===== config.mk =====
export PLATFORM = sky130hd
export DESIGN_NAME = serial_adder_n
export DESIGN_NICKNAME = d
export VERILOG_FILES = /design/src/rtl/serial_adder_n.sv
export SDC_FILE = /design/constraint.sdc
export NUM_CORES = 1
export LEC_CHECK = 0
export ABC_AREA = 1
export CORE_ASPECT_RATIO = 2
export CORE_MARGIN = 5
export CORE_UTILIZATION = 50
export DETAILED_ROUTE_END_ITERATION = 10
export PLACE_DENSITY = 0.77
export SLEW_MARGIN = 15
export SYNTH_ARGS = -nofsm -noshare
export SYNTH_HDL_FRONTEND = slang
export SYNTH_SLANG_ARGS = --single-unit

===== constraint.sdc =====
create_clock -name clk -period 1.47 [get_ports clk]
set_input_delay 0.2205 -clock clk [delete_from_list [all_inputs] [get_ports clk]]
set_output_delay 0.2205 -clock clk [all_outputs]
set_load 0.01 [all_outputs]

===== src/rtl/serial_adder_n.sv =====
// Multi-cycle adder: A + B + c_in computed CHUNK bits per clock, LSB slice first.
// Define SERIAL_ADD_OVF_EN to build the signed-overflow flag; otherwise ovf is tied low.
module serial_adder_n #(
  parameter int WIDTH = 8,
  parameter int CHUNK = 1
) (
  input  logic             clk,
  input  logic             rst,
  input  logic             start,
  input  logic [WIDTH-1:0] a,
  input  logic [WIDTH-1:0] b,
  input  logic             c_in,
  output logic             busy,
  output logic             done,
  output logic [WIDTH-1:0] sum,
  output logic             c_out,
  output logic             ovf
);
  localparam int NSL = WIDTH / CHUNK;
  localparam int CW  = $clog2(NSL + 1);

  typedef enum logic {IDLE, RUN} state_t;
  state_t state, state_nxt;

  logic [WIDTH-1:0] a_reg, b_reg, res_reg, res_nxt;
  logic             carry;
  logic [CW-1:0]    cnt;
  logic [CHUNK:0]   slice;
  logic             last;

  // Slice sum enters the result register from the top, so after NSL slices
  // the first (LSB) slice has been shifted down to bit 0.
  always_comb begin
    slice   = {1'b0, a_reg[CHUNK-1:0]} + {1'b0, b_reg[CHUNK-1:0]} + (CHUNK+1)'(carry);
    res_nxt = (res_reg >> CHUNK) | (WIDTH'(slice[CHUNK-1:0]) << (WIDTH - CHUNK));
    last    = (cnt == CW'(NSL - 1));
  end

  always_ff @(posedge clk or posedge rst) begin
    if (rst) state <= IDLE;
    else     state <= state_nxt;
  end

  always_comb begin
    state_nxt = state;
    case (state)
      IDLE:    if (start) state_nxt = RUN;
      RUN:     if (last)  state_nxt = IDLE;
      default: state_nxt = IDLE;
    endcase
  end

  assign busy = (state == RUN);

  always_ff @(posedge clk or posedge rst) begin
    if (rst) begin
      a_reg   <= '0;
      b_reg   <= '0;
      res_reg <= '0;
      carry   <= 1'b0;
      cnt     <= '0;
      done    <= 1'b0;
      sum     <= '0;
      c_out   <= 1'b0;
    end else begin
      done <= 1'b0;
      case (state)
        IDLE: if (start) begin
          a_reg   <= a;
          b_reg   <= b;
          carry   <= c_in;
          res_reg <= '0;
          cnt     <= '0;
        end
        RUN: begin
          a_reg   <= a_reg >> CHUNK;
          b_reg   <= b_reg >> CHUNK;
          res_reg <= res_nxt;
          carry   <= slice[CHUNK];
          cnt     <= cnt + 1'b1;
          if (last) begin
            sum   <= res_nxt;
            c_out <= slice[CHUNK];
            done  <= 1'b1;
          end
        end
        default: ;
      endcase
    end
  end

`ifdef SERIAL_ADD_OVF_EN
  // Operand MSBs are kept separately because a_reg/b_reg are shifted away.
  logic a_msb, b_msb;
  always_ff @(posedge clk or posedge rst) begin
    if (rst) begin
      a_msb <= 1'b0;
      b_msb <= 1'b0;
      ovf   <= 1'b0;
    end else begin
      if (state == IDLE && start) begin
        a_msb <= a[WIDTH-1];
        b_msb <= b[WIDTH-1];
      end
      if (state == RUN && last)
        ovf <= (a_msb == b_msb) && (res_nxt[WIDTH-1] != a_msb);
    end
  end
`else
  assign ovf = 1'b0;
`endif

endmodule


# Word level (Yosys, flattened, before mapping)
# Cells that the tools add are included.
# W data, S select, Z words.
# totals
regBits	40
# op_classes
add_sub_neg	3
reduce_logical	1
n_mux	15
bitwise	2
n_eq_ne	2
# op_table
cell	n
$pmux W8 S2	3
$mux W8	3
$or A7 B8 Y8	1
$pmux W4 S2	1
$mux W1	5
$add A4 B1 Y4 const B	1
$eq A4 B3 Y1 const B	1
$mux W4	1
$pmux W1 S2	2
$add A1 B1 Y2	1
$add A2 B1 Y2	1
$ne A2 B2 Y1 const B	1
$reduce_and A2 Y1	1
$not A1 Y1	1

# Depth between registers and ports, before layout
# Gate-level depths: netlist of run 1.
# logic_depth
word_depth	4
ltp_mapped	6
depth_no_buf	6

# Worst setup path after synthesis of run 1
# OpenSTA, ideal clock, no wires.
# synth_timing
path_type	register to register
startpoint	reg a_reg[0]
endpoint	reg sum[7]
setup_ns	0.066
stages_incl_launch_ff	4
t_arrival_ns	1.059
slack_ns	0.345
period_less_slack_ns	1.125
required_ns	1.404
n_path_buf	0
path_cell_list	dfrtp_1 fa_1 nand3_1 nand2_1
# synth_via
elab_chain_len	3
# synth_lines
element	line	text
from (decl)	25	logic [WIDTH-1:0] a_reg, b_reg, res_reg, res_nxt;
from (signal assigned)	76	a_reg <= a_reg >> CHUNK;
$add A1 B1 Y2	34	slice = {1'b0, a_reg[CHUNK-1:0]} + {1'b0, b_reg[CHUNK-1:0]} + (CHUNK+1)'(carry);
$add A2 B1 Y2	34	
$or A7 B8 Y8	35	res_nxt = (res_reg >> CHUNK) | (WIDTH'(slice[CHUNK-1:0]) << (WIDTH - CHUNK));
via res_nxt[7]	25	
to (signal assigned)	82	sum <= res_nxt;
to (decl)	15	output logic [WIDTH-1:0] sum,
# The timed path passes the listed nets, and every way through them passes these cells.
# A chain may end at the register's enable or synchronous reset.

# Worst setup path in the final report of run 1
# layout_timing
startpoint	reg c_out
endpoint	out c_out
# layout_lines
element	line	text
from (decl)	16	output logic c_out,
from (signal assigned)	83	c_out <= slice[CHUNK];
# No word-level cell between the ends.

==> summary.md, run 1 <==
| Metric | Value |
|---|---|
| Status | finished clean |
| Slowest stage delay, CP | 0.54 ns |
| Ant diodes | 0 |
| Syn avg cell area | 8.79 sq um |
| Setup Skew | 0.00688 ns |
| Ratio of cells with drive above 1 in the final layout | 9.29% |
| RePlAce Congestion | 0.774 |
| Number of synthesized register bits | 39 |
| CP max FO | 2 |
| Met1 usage | 15.7% |
| Total gr overflow | 0 |
| Die ar. | 4600 sq um |
| Psw | 1.38 mW |
| Final std cells w/o fill | 257 |
| Final hold vios | 0 |
| Post-Route WL | 3220 um |
| Final critical-path share of the clock period | 95.7% |
| Synth unique cells | 16 |
| Final setup vio count | 0 |
| Via count | 1,318 |
| Via/cell ratio | 5.13 |
| Dpl hpwl | 2410 um |
| Synth Warn # | 0 |
| Crit path kind | reg2out |
| Starting Density | 51.5% |
| Initial antenna violation count | 0 |
| Max-slew violation count | 0 |
| Crit-path slowest cell | clkdlybuf4s50_1 |
| TritonRoute pass-1 iters | 4 |
| Delay-heaviest family, CP | buffers and inverters |
| Worst path cell trace | clkdlybuf4s50_1 |
| Startpoint types | flop |
| Dpl cells | 249 |
| Setup TNS | 0 ns |
| Max Cap Violations | 0 |
| Post-Syn Area | 1640 sq um |
| Syn Nets | 209 |
| # nets final | 247 |
| Tmin final | 1.41 ns |
| Gr usage total | 15.3% |
| Hold Crit Class | in2async |
| CP arrival | 1.19 ns |
| Die H | 91.1 um |
| Clock buffer depth | 2 |
| Footprint of the multi-input gates | 566 sq um |
| CTS H-tree depth | 2 |
| CP required | 1.25 ns |
| Setup repair bufs after CTS | 0 |
| Wire per inst | 12.5 um |
| Worst R2R Path Depth | 3 |
| Vias in the first global route | 1,264 |
| Post-CTS sizing | 0 |
| Clock share of power | 22.9% |
| Register area | 976 sq um |
| # IOs | 32 |
| Internal | 2.68 mW |
| Worst skew pair latency | 0.30 ns |
| Global route hottest layer | met2 |
| M2 GR Usage | 26.2% |
| Fmax | 0.711 GHz |
| Register area share after synthesis | 59.4% |
| FF-to-FF Start | a_reg[0] |
| Met3 routing resource usage after global routing | 4.75% |
| CTS Sinks | 39 |
| Reg power frac | 42.3% |
| Comb power frac | 34.9% |
| Crit Reg-Reg Endpoint | sum[7] |
| Total CTS buffers | 5 |
| Unrepaired setup endpoints after global routing | false |
| Worst VDD drop | 1.19 mV |
| FF-to-FF setup slack | 0.26 ns |
| Sw frac | 33.9% |
| Hold_ws | 0.273 ns |
| Core area | 3190 sq um |
| Row count | 29 |
| Overall die width | 50.5 um |
| Largest net degree at the start of global routing | 40 |
| Initial DRC Count | 27 |
| Port Buffers | 30 |
| Tot Pwr | 4.05 mW |
| Filler cells | 264 |
| CTS clk-pin slew, worst paths | 0.08 ns |
| Crit path buffers/inverters | 1 |
| Residual DRC | 0 |
| DRT antenna net count | 0 |
| Critical Path End Type | output port |
| Global-route wire length before repair | 5510 um |
| Pwr Density | 1900 nW/um^2 |
| Clk root buf | clkbuf_8 |
| Leak | 1.09 nW |
| CTS tree | yes |
| CTS Hold Buffers Added | 0 |
| Synth-to-layout area growth | 29.9% |
| Post-Syn Instances | 187 |
[metal layers]
metal | wire length, um | share of wire (%)
met5 | 0 | 0
met1 | 1190 | 37
met4 | 97 | 3.0
met2 | 1770 | 55
met3 | 161 | 5.0
[kinds of logic after synthesis]
family | synth area share (%)
fa+ha+maj | 1.98
flops | 59.4
compound gates | 3.42
buf+inv | 6.24
simple gates | 28.8
other cells | 0.228
[power by group through the flow]
stage                     Sequential (mW)  Combinational, mW  Clock (mW)
after floorplan                      1.75              0.839           0
final                                1.71               1.41       0.926
after detailed placement             1.73               1.44           0
after global placement               1.72               1.38           0
after CTS                            1.72               1.44       0.939
after global routing                 1.77               1.59       0.992
[layout make-up]
class	count	share of cell area, %
tap	31	1.82
timing repair buffer	37	17.7
inverter	16	2.81
multi-input combinational	126	26.5
clock inverter	2	1.64
clock buffer	6	3.87
sequential	39	45.7
[Yosys cell counts]
cell type / instances / share of area, %
dfrtp_1: 39 / 59
inv_1: 13 / 3.0
nand2_2: 1 / 0.38
o22ai_1: 5 / 1.9
fa_1: 1 / 1.2
nor2_4: 2 / 1.4
nor2_1: 2 / 0.46
ha_1: 1 / 0.76
a21oi_1: 2 / 0.61
nand3_1: 25 / 7.6
o21ai_0: 3 / 0.91
buf_2: 1 / 0.30
nand2_1: 83 / 19
conb_1: 1 / 0.23
buf_4: 5 / 2.3
inv_2: 3 / 0.68
[worst max path at each step]
stage / from / to / cells after the start
3_5_place_dp: start / a_reg[5] / 5
5_1_grt: busy / busy / 1
2_1_floorplan: a_reg[0] / sum[7] / 3
4_1_cts: c_out / c_out / 1
6_report: c_out / c_out / 1
3_3_place_gp: start / b_reg[1] / 5
[metrics by stage]
stage	worst slack [ns]	utilization (%)	cell area, sq um
3_3_place_gp	0.127	63.2	2020
2_1_floorplan	0.345	-	1640
3_5_place_dp	0.0984	63.2	2020
5_1_grt	0.00565	66.9	2140
4_1_cts	0.0451	66.9	2140
6_report	0.0626	66.9	2140
[worst register-to-register path: stages, from the launching register on]
cell,delay (ns)
dfrtp_1,0.41
fa_1,0.57
nand3_1,0.09
nand2_1,0.08
[cell usage in the layout (no fill, tap or decap), types with 2 or more instances in the layout]
master,count
dfrtp_1,39
clkdlybuf4s50_1,30
inv_2,3
buf_12,2
clkbuf_8,6
nand2_1,83
buf_4,5
nand3_1,25
o22ai_1,5
nor2_1,2
o21ai_0,3
a21oi_1,2
inv_1,13
nor2_4,2
Power figures use the tool's default switching activity.
==> run 2, diff against run 1 <==
Settings changed: DONT_BUFFER_PORTS set to 1, PLACE_DENSITY 0.77 to not set.
==> run 2 against run 1 <==
Effect of this change:
- global-route usage rose by 0.19 points
- critical path depth rose by 5
- critical endpoint is now busy
- via count fell by 8.5%
- flip-flop and latch count did not move
- utilization fell by 12 points
==> summary.md, run 2 (synthesized netlist as in run 1, its figures left out) <==
| Metric | Value |
|---|---|
| Worst VDD drop | 1.06 mV |
| CP required | 1.69 ns |
| Setup Skew | 0.00529 ns |
| CTS clk-pin slew, worst paths | 0.07 ns |
| Leak | 0.936 nW |
| CTS Hold Buffers Added | 1 |
| Commonest non-fill, non-tap cells in the layout | 83 x nand2_1, 39 x dfrtp_1, 25 x nand3_1 |
| Tot Pwr | 3.48 mW |
| TritonRoute pass-1 iters | 4 |
| Unrepaired setup endpoints after global routing | false |
| Post-CTS sizing | 0 |
| FF-to-FF setup slack | 0.24 ns |
| # IOs | 32 |
| Dpl hpwl | 2350 um |
| Crit path kind | reg2reg |
| Comb power frac | 29.6% |
| Status | finished clean |
| Ratio of cells with drive above 1 in the final layout | 7.81% |
| CP max FO | 10 |
| Final critical-path share of the clock period | 83.6% |
| Worst skew pair latency | 0.28 ns |
| Clk root buf | clkbuf_8 |
| Internal | 2.19 mW |
| Vias in the first global route | 1,332 |
| Setup TNS | 0 ns |
| Total gr overflow | 0 |
| Largest net degree at the start of global routing | 40 |
| Psw | 1.29 mW |
| CTS Sinks | 39 |
| Startpoint types | flop |
| Wire per inst | 14.0 um |
| Most common cell after layout, fill and taps aside | nand2_1 |
| Pwr Density | 1970 nW/um^2 |
| Final hold vios | 0 |
| Max-slew violation count | 0 |
| Residual DRC | 0 |
| CTS H-tree depth | 2 |
| Die H | 91.1 um |
| Critical Path End Type | flop |
| RePlAce Congestion | 0.752 |
| # nets final | 215 |
| Row count | 29 |
| Overall die width | 50.5 um |
| Gr usage total | 15.5% |
| Setup repair bufs after CTS | 0 |
| Clock buffer depth | 2 |
| Clock share of power | 18.7% |
| Reg power frac | 51.7% |
| Filler cells | 304 |
| Die ar. | 4600 sq um |
| Initial DRC Count | 21 |
| Total CTS buffers | 5 |
| Starting Density | 51.5% |
| Ant diodes | 0 |
| Initial antenna violation count | 0 |
| Post-Route WL | 3120 um |
| Fmax | 0.814 GHz |
| Final setup vio count | 0 |
| Max Cap Violations | 0 |
| Port Buffers | 0 |
| Via/cell ratio | 5.41 |
| CP arrival | 1.45 ns |
| Hold Crit Class | in2reg |
| DRT antenna net count | 0 |
| Via count | 1,206 |
| Sw frac | 37.1% |
| Global-route wire length before repair | 5580 um |
| CTS tree | yes |
| Tmin final | 1.23 ns |
| Core area | 3190 sq um |
| Synth-to-layout area growth | 7.38% |
-- run 2: cell count changes in the layout (fill, tap and decap cells not counted), sizes merged --
| cell | change |
|---|---|
| clkdlybuf4s50 | -30 |
| buf | -3 |
| bufinv | -1 |
| clkinv | -1 |
| dlygate4sd3 | +1 |
-- run 2: through the flow --
step / setup WS (ns) / hold WS (ns) / std cells / util, % / area, sq um
after floorplan: 0.345 / 0.330 / 187 / - / 1640
after global placement: 0.265 / 0.253 / 216 / 52.7 / 1680
after detailed placement: 0.234 / 0.261 / 216 / 52.7 / 1680
after CTS: 0.211 / 0.0376 / 223 / 55.3 / 1770
after global routing: 0.106 / 0.0463 / 223 / 55.3 / 1770
final: 0.241 / 0.0452 / 223 / 55.3 / 1770
-- run 2: power by group through the flow --
| stage | combinational (mW) | clock, mW | sequential (mW) |
|---|---|---|---|
| 5_1_grt | 1.20 | 0.726 | 1.86 |
| 6_report | 1.03 | 0.652 | 1.80 |
| 4_1_cts | 1.06 | 0.677 | 1.81 |
| 2_1_floorplan | 0.839 | 0 | 1.75 |
| 3_5_place_dp | 1.05 | 0 | 1.83 |
| 3_3_place_gp | 1.01 | 0 | 1.82 |
-- run 2: final cells by class --
class / count / area (sq um) / area share (%)
sequential: 39 / 976 / 55.3
timing repair buffer: 5 / 52.6 / 2.98
clock buffer: 6 / 72.6 / 4.11
multi-input combinational: 126 / 566 / 32.0
inverter: 16 / 60.1 / 3.40
tap: 31 / 38.8 / 2.20
-- run 2: worst max-delay path, cell delays in order, from the launching register on --
cell and delay, ns:
dfrtp_1 0.40, ha_1 0.20, nand2_1 0.12, inv_2 0.10, nand2_2 0.17, inv_1 0.09
nor2_1 0.08
-- run 2: final timing paths --
check,to,cells after the start,start
worst max register to register,busy,6,cnt[0]
worst min register to register,b_reg[7],2,b_reg[7]
worst min-delay path,b_reg[7],2,b[7]
worst max-delay path,busy,6,cnt[0]
max in group asynchronous,cnt[1],3,rst
min in group asynchronous,sum[0],3,rst
-- run 2: layer usage --
layer / global-route usage, % / wire length, um
met5: 0 / 0
met4: 5.76 / 58
met3: 5.25 / 126
met2: 28.6 / 1790
met1: 15.0 / 1140
